## src/rtl/exc_ctrl.sv

```systemverilog
`default_nettype none
// ============================================================================
// Module   : exc_ctrl
// Brief    : LEGv8 exception/interrupt controller with masked, pending IRQ
//            channels, ELR capture, one-cycle redirect and double-fault halt.
//            Optional EXC_CNT_EN adds a saturating exception counter (ExcCnt).
// Revision : 1.0
// ============================================================================
module exc_ctrl #(
  parameter int              N_IRQ = 4,
  parameter int              PC_W  = 64,
  parameter logic [PC_W-1:0] EVEC  = PC_W'(64'h00000000000000D8)
) (
  input  logic             clk,
  input  logic             reset,
  input  logic [N_IRQ-1:0] IRQ,
  input  logic [N_IRQ-1:0] IrqMask,
  input  logic             NotAnInstr,
  input  logic             ERet,
  input  logic [PC_W-1:0]  PC_in,
  output logic             Exc,
  output logic [PC_W-1:0]  ExcVector,
  output logic [PC_W-1:0]  ELR,
  output logic [3:0]       EStatus,
  output logic             InHandler,
  output logic             Halt,
  output logic [N_IRQ-1:0] Pending
`ifdef EXC_CNT_EN
  ,
  output logic [15:0]      ExcCnt
`endif
);

  typedef enum logic [1:0] {
    IDLE    = 2'd0,
    TAKE    = 2'd1,
    HANDLER = 2'd2,
    DEAD    = 2'd3
  } state_t;

  localparam logic [3:0] ST_NONE    = 4'b0000;
  localparam logic [3:0] ST_INVALID = 4'b0010;
  localparam logic [3:0] ST_DOUBLE  = 4'b1111;

  state_t            state, state_next;
  logic [N_IRQ-1:0]  irq_q;
  logic [N_IRQ-1:0]  pending;
  logic [N_IRQ-1:0]  rise;
  logic [N_IRQ-1:0]  eligible;
  logic [N_IRQ-1:0]  clr;
  logic [2:0]        grant_idx;
  logic              grant_vld;
  logic              take_irq;
  logic              enter_take;
  logic [3:0]        estatus, estatus_next;
  logic [PC_W-1:0]   elr, elr_next;

  assign rise     = IRQ & ~irq_q;
  assign eligible = pending & ~IrqMask;

  // Lowest index wins: scan high-to-low so the last hit is the smallest.
  always_comb begin
    grant_idx = 3'd0;
    grant_vld = 1'b0;
    for (int i = N_IRQ - 1; i >= 0; i--) begin
      if (eligible[i]) begin
        grant_idx = 3'(i);
        grant_vld = 1'b1;
      end
    end
  end

  always_comb begin
    clr = '0;
    for (int i = 0; i < N_IRQ; i++) begin
      clr[i] = take_irq && (grant_idx == 3'(i));
    end
  end

  always_comb begin
    state_next   = state;
    estatus_next = estatus;
    elr_next     = elr;
    take_irq     = 1'b0;
    enter_take   = 1'b0;
    case (state)
      IDLE: begin
        if (NotAnInstr) begin
          state_next   = TAKE;
          estatus_next = ST_INVALID;
          elr_next     = PC_in;
          enter_take   = 1'b1;
        end else if (grant_vld) begin
          state_next   = TAKE;
          estatus_next = {1'b1, grant_idx};
          elr_next     = PC_in;
          take_irq     = 1'b1;
          enter_take   = 1'b1;
        end
      end
      TAKE: state_next = HANDLER;
      HANDLER: begin
        if (ERet) begin
          state_next   = IDLE;
          estatus_next = ST_NONE;
        end else if (NotAnInstr) begin
          state_next   = DEAD;
          estatus_next = ST_DOUBLE;
        end
      end
      DEAD: state_next = DEAD;
      default: state_next = IDLE;
    endcase
  end

  // A fresh edge on the channel being cleared stays pending (set wins).
  always_ff @(posedge clk) begin
    if (reset) begin
      state   <= IDLE;
      irq_q   <= '0;
      pending <= '0;
      estatus <= ST_NONE;
      elr     <= '0;
    end else begin
      state   <= state_next;
      irq_q   <= IRQ;
      pending <= (pending & ~clr) | rise;
      estatus <= estatus_next;
      elr     <= elr_next;
    end
  end

  assign Exc       = (state == TAKE);
  assign InHandler = (state == TAKE) || (state == HANDLER);
  assign Halt      = (state == DEAD);
  assign ExcVector = EVEC;
  assign ELR       = elr;
  assign EStatus   = estatus;
  assign Pending   = pending;

`ifdef EXC_CNT_EN
  logic [15:0] exc_cnt;

  always_ff @(posedge clk) begin
    if (reset) begin
      exc_cnt <= '0;
    end else if (enter_take && (exc_cnt != 16'hFFFF)) begin
      exc_cnt <= exc_cnt + 16'd1;
    end
  end

  assign ExcCnt = exc_cnt;
`endif

endmodule
`default_nettype wire

```

## config.mk

```make
export PLATFORM = sky130hd
export DESIGN_NAME = exc_ctrl
export DESIGN_NICKNAME = d
export VERILOG_FILES = /design/src/rtl/exc_ctrl.sv
export SDC_FILE = /design/constraint.sdc
export NUM_CORES = 1
export LEC_CHECK = 0
export ABC_AREA = 1
export BUFFER_PORTS_ARGS = -buffer_cell sky130_fd_sc_hd__clkbuf_2
export CAP_MARGIN = 20
export CORE_MARGIN = 2
export CORE_UTILIZATION = 43
export CTS_CLUSTER_DIAMETER = 100
export DETAILED_ROUTE_END_ITERATION = 10
export GPL_TIMING_DRIVEN = 0
export PLACE_DENSITY_LB_ADDON = 0.12
export SYNTH_ARGS = -nofsm -noshare
export SYNTH_HDL_FRONTEND = slang
export SYNTH_SLANG_ARGS = --single-unit
export TNS_END_PERCENT = 50
```

## constraint.sdc

```tcl
create_clock -name clk -period 1.6 [get_ports clk]
set_input_delay 0.32 -clock clk [delete_from_list [all_inputs] [get_ports clk]]
set_output_delay 0.32 -clock clk [all_outputs]
set_load 0.03 [all_outputs]
```

Word level (Yosys, flattened, before mapping)
Index checks and enable logic that the tools add are counted.

Eq/ne operators: 8. Reductions and logical operators: 12. Bitwise operators: 7. Multiplexer cells: 23.

Operator list (count): $mux W64 (2); $mux W4 (4); $and A4 B4 Y4 (3); $not A4 Y4 (3); $mux W2 (5); $mux W3 (3); $pmux W2 S4 (1); $pmux W4 S2 (1); $mux W1 (7); $eq A3 B2 Y1 const B (2); $ne A3 B3 Y1 const B (2); $eq A2 B2 Y1 const B (2); $logic_and A1 B1 Y1 (4); $or A4 B4 Y4 (1); $reduce_and A2 Y1 (2); $reduce_bool A2 Y1 (2); $eq A3 B1 Y1 const B (1); $logic_not A3 Y1 (1); $reduce_and A3 Y1 (1); $eq A2 B1 Y1 const B (1); $logic_not A2 Y1 (1); $logic_or A1 B1 Y1 (1).

Output and inout bits: 139. Register bits after elaboration: 78. Word-level logic and storage cells: 55. Bits of input ports: 76.

Logic depth before layout (Yosys ltp)
Word-level depth: 13. Gate-level depth with buffers: 10. Mapped depth without buffers: 9.

Least setup slack after synthesis
Ideal clock, no wire load.

Path type: reg2reg. Start point: reg pending[1], in the netlist Pending[1]. End point: reg elr[0], in the netlist ELR[0]. Setup slack: 165 ps. Setup time: 113 ps. Buffers on the path: 2. Data required time: 1487 ps. Stages on the path, launching flop included: 10. Clock period less this slack: 1435 ps. Arrival time: 1322 ps. Cells stage by stage: dfxtp_1 > nand2_1 > nand2_2 > nor2_4 > nand2_2 > nand2_4 > buf_8 > buf_6 > o21ai_1 > nor2_1.

Cells in the longest elaborated chain, start to end: 5.

RTL lines: start, declared (line 47) `logic [N_IRQ-1:0] pending;`; start signal, assigned (line 127) `pending <= (pending & ~clr) | rise;`; $and A4 B4 Y4 (line 59) `assign eligible = pending & ~IrqMask;`; $mux W1 (2 in a row) (line 66) `if (eligible[i]) begin`; $reduce_bool A2 Y1 (no source line); $reduce_and A2 Y1 (no source line); end signal, assigned (line 129) `elr <= elr_next;`; end, declared (line 56) `logic [PC_W-1:0] elr, elr_next;`.

Every way passes these cells. A chain may end at the register's enable or synchronous reset.

Worst setup path after layout
Start point: reg state[1]. End point: out InHandler.

Cells in the longest elaborated chain, start to end: 2. Elaborated cells on any way between the ends: 3. Classes of those cells: eq/ne: 2; reduce/logical: 1.

RTL lines: start, declared (line 45) `state_t state, state_next;`; start signal, assigned (line 125) `state <= state_next;`; $eq A2 B1 Y1 / $eq A2 B2 Y1 (equally long branches) (line 134) `assign InHandler = (state == TAKE) || (state == HANDLER);`; $logic_or A1 B1 Y1 * (line 134); end, declared (line 25) `output logic InHandler,`.

Mark *: on every way between the ends. The rest lies on a longest branch, timed or not.

==> run metrics <==
Fmax=646.7 MHz; Reg clk slew, reported paths=0.07 ns; Routed WL per cell=10.47 um; CTS tree=done; met1 WL=3236 um; vias in the first global route=2,932; first-pass GRT wire length=12,790 um; largest net degree at the start of global routing=14; Inserted Clock Buffers=9; Fin Setup TNS=0 ns; clock buffer depth=2; port bufs=149; worst min path class=primary input to flop; outcome=finished, final reports clean; synthesized area per cell=7.693 um2; Final ANT Viol Nets=0; finished layout cell area=4831 um2; drt first pass iters=4; Hold WS=0.1821 ns; critical path's slowest cell=dfxtp_4; kind of critical path=flop to primary output; maximum vdd drop=1.234 mV; # fillers=761; Post-Synthesis Cells=450; gr usage total=18.03%; initial antenna violation count=0; R2R Setup Slk=0.17 ns; placed cell area=4568 um2; Core Util, Final=62.19%; CP cell instances=inv_1 -> ha_2 -> buf_4; Vias/cell=4.178; PwrDens=1690 nW/um2; die footprint=8785 um2; crit path from=state[1]; H-tree levels=3; Clock Sinks=78; CP endpoint kind=primary output; wirelength, routed=8158 um; Post-DP HPWL=6474 um; worst clock skew=0.01079 ns; Worst path max stage delay=0.36 ns; Worst Hold Path EP=irq_q[3]; Slew Viols, Final=0; Root Buffer=clkbuf_8; Clk Latency, worst-skew pair=0.34 ns; Tmin final=1.546 ns; met3 wire length=794 um; vias=3,255; Unique masters post-synth=26; Placer Congestion=0.8072; Netlist Area Pre-Place=3462 um2; min-delay src=IRQ[3]; Placed Instances=763; post-CTS setup buffers=0; worst reg2reg startpoint=state[0]; grt ovf=0; Worst setup SP type=flop; WHS Path Cells=3; Max Fanout on Critical Path=4; CP top delay family=flip-flops; YS warnings=0; post-synthesis sequential area ratio=45.10%; Leakage=2.661 nW; Post-route DRC=0; core footprint=7767 um2; endpoints failing setup=0; Seq cells post-synth=78; worst reg2reg path depth=9; Syn-to-layout area delta=39.54%; Max Used Layer=met4; non-filler instance count after layout=779; FP Rows=32; fin crit share=96.64%; r2r endpoint=EStatus[0]; Crit path required time=1.28 ns; Total Nets Final=752; WL met2=4023 um; Final Hold Fails=0; Iter 0 DRT Violations=62; I/O pins=215; Ant. Diodes=0; Die Wd=93.73 um; max-cap viol count=0; Die Height=93.73 um; layout cells sized above 1=38.11%; initial core utilization=44.57%; CP Data Arrival Time=1.23 ns; Buf+Inv Stages, Crit Path=2
[metrics by stage]
stage	worst slack, ns	power [W]
after floorplan	0.1650	0.005587
final	0.05376	0.008163
after global placement	0.004068	0.006469
after global routing	-0.006860	0.008727
after detailed placement	0.001406	0.006522
after CTS	0.002097	0.008200
[power by group]
part           total (W)  switching (W)  internal, W
combinational    0.00375        0.00254      0.00121
clock            0.00167       0.000709     0.000964
sequential       0.00274       0.000266      0.00248
[worst min-delay path: cells and delay by family]
kind / cells / cell delay, ns
simple gates: 1 / 0.04
buf+inv: 2 / 0.12
[layout make-up]
cell class / instances / area, um2 / share of cell area [%]
clock inverters: 5 / 81.33 / 1.684
clock buffers: 11 / 151.4 / 3.134
plain buffers: 85 / 640.6 / 13.26
well taps: 102 / 127.6 / 2.642
flip-flops and latches: 78 / 1569 / 32.48
multi-input cells: 327 / 1430 / 29.60
inverters: 22 / 82.58 / 1.709
repair buffers: 149 / 748.2 / 15.49
[cell usage after synthesis (all sizes together)]
master / number / share of area [%]
nand4: 2 / 0.36
conb: 2 / 0.22
dfxtp: 78 / 45
o21ai: 66 / 9.5
o31ai: 1 / 0.22
nand2: 30 / 3.8
o211ai: 1 / 0.22
inv: 21 / 2.3
nor3: 3 / 0.43
nor2: 145 / 16
clkinv: 1 / 0.11
nand3: 7 / 1.2
clkbuf: 6 / 0.65
a21oi: 4 / 0.58
buf: 79 / 18
ha: 4 / 1.4
[worst max-delay path by stage]
stage	endpoint	slack, ns	cells after the start
after floorplan	ELR[0]	0.16	9
after global placement	Pending[0]	0.004	5
after detailed placement	Pending[0]	0.001	5
after CTS	InHandler	0.002	3
after global routing	InHandler	-0.007	3
final	InHandler	0.05	3
[state kept, by name, summed over array words and instances, names as in the netlist]
signal	cells
ELR	64
EStatus	4
Pending	4
irq_q	4
state	2
[layer usage]
layer	global-route usage (%)	up-vias
li1	-	1730
met1	19.80	1385
met2	32.98	129
met3	6.100	11
met4	4.831	0
met5	0	-
[what timing repair did]
action | in CTS | in global routing
gates resized for setup | 2 | 9
setup endpoints to repair | 1 | 10
hold buffers | 0 | 0
[cell usage in the layout, fill, tap and decap left out, drive strengths merged]
cell / Yosys / routed
o31ai: 1 / 1
a21oi: 4 / 4
o21ai: 66 / 66
buf: 79 / 80
nand3: 7 / 7
bufinv: 0 / 2
clkinvlp: 0 / 1
clkbuf: 6 / 165
inv: 21 / 21
ha: 4 / 4
o211ai: 1 / 1
nand4: 2 / 2
nand2: 30 / 30
nor2: 145 / 145
conb: 2 / 64
clkinv: 1 / 3
dfxtp: 78 / 78
nor3: 3 / 3
[cell families (layout without fill, tap and decap cells)]
logic type,after synthesis,in the layout,synth area share (%)
AND/OR/NAND/NOR,187,187,21.79
buffers and inverters,107,272,20.89
flip-flops,78,78,45.10
AO/OA/AOI/OAI,72,72,10.55
adder cells (fa/ha/maj),4,4,1.446
other,2,64,0.2169
No activity file was read; power rests on OpenSTA's default activity.
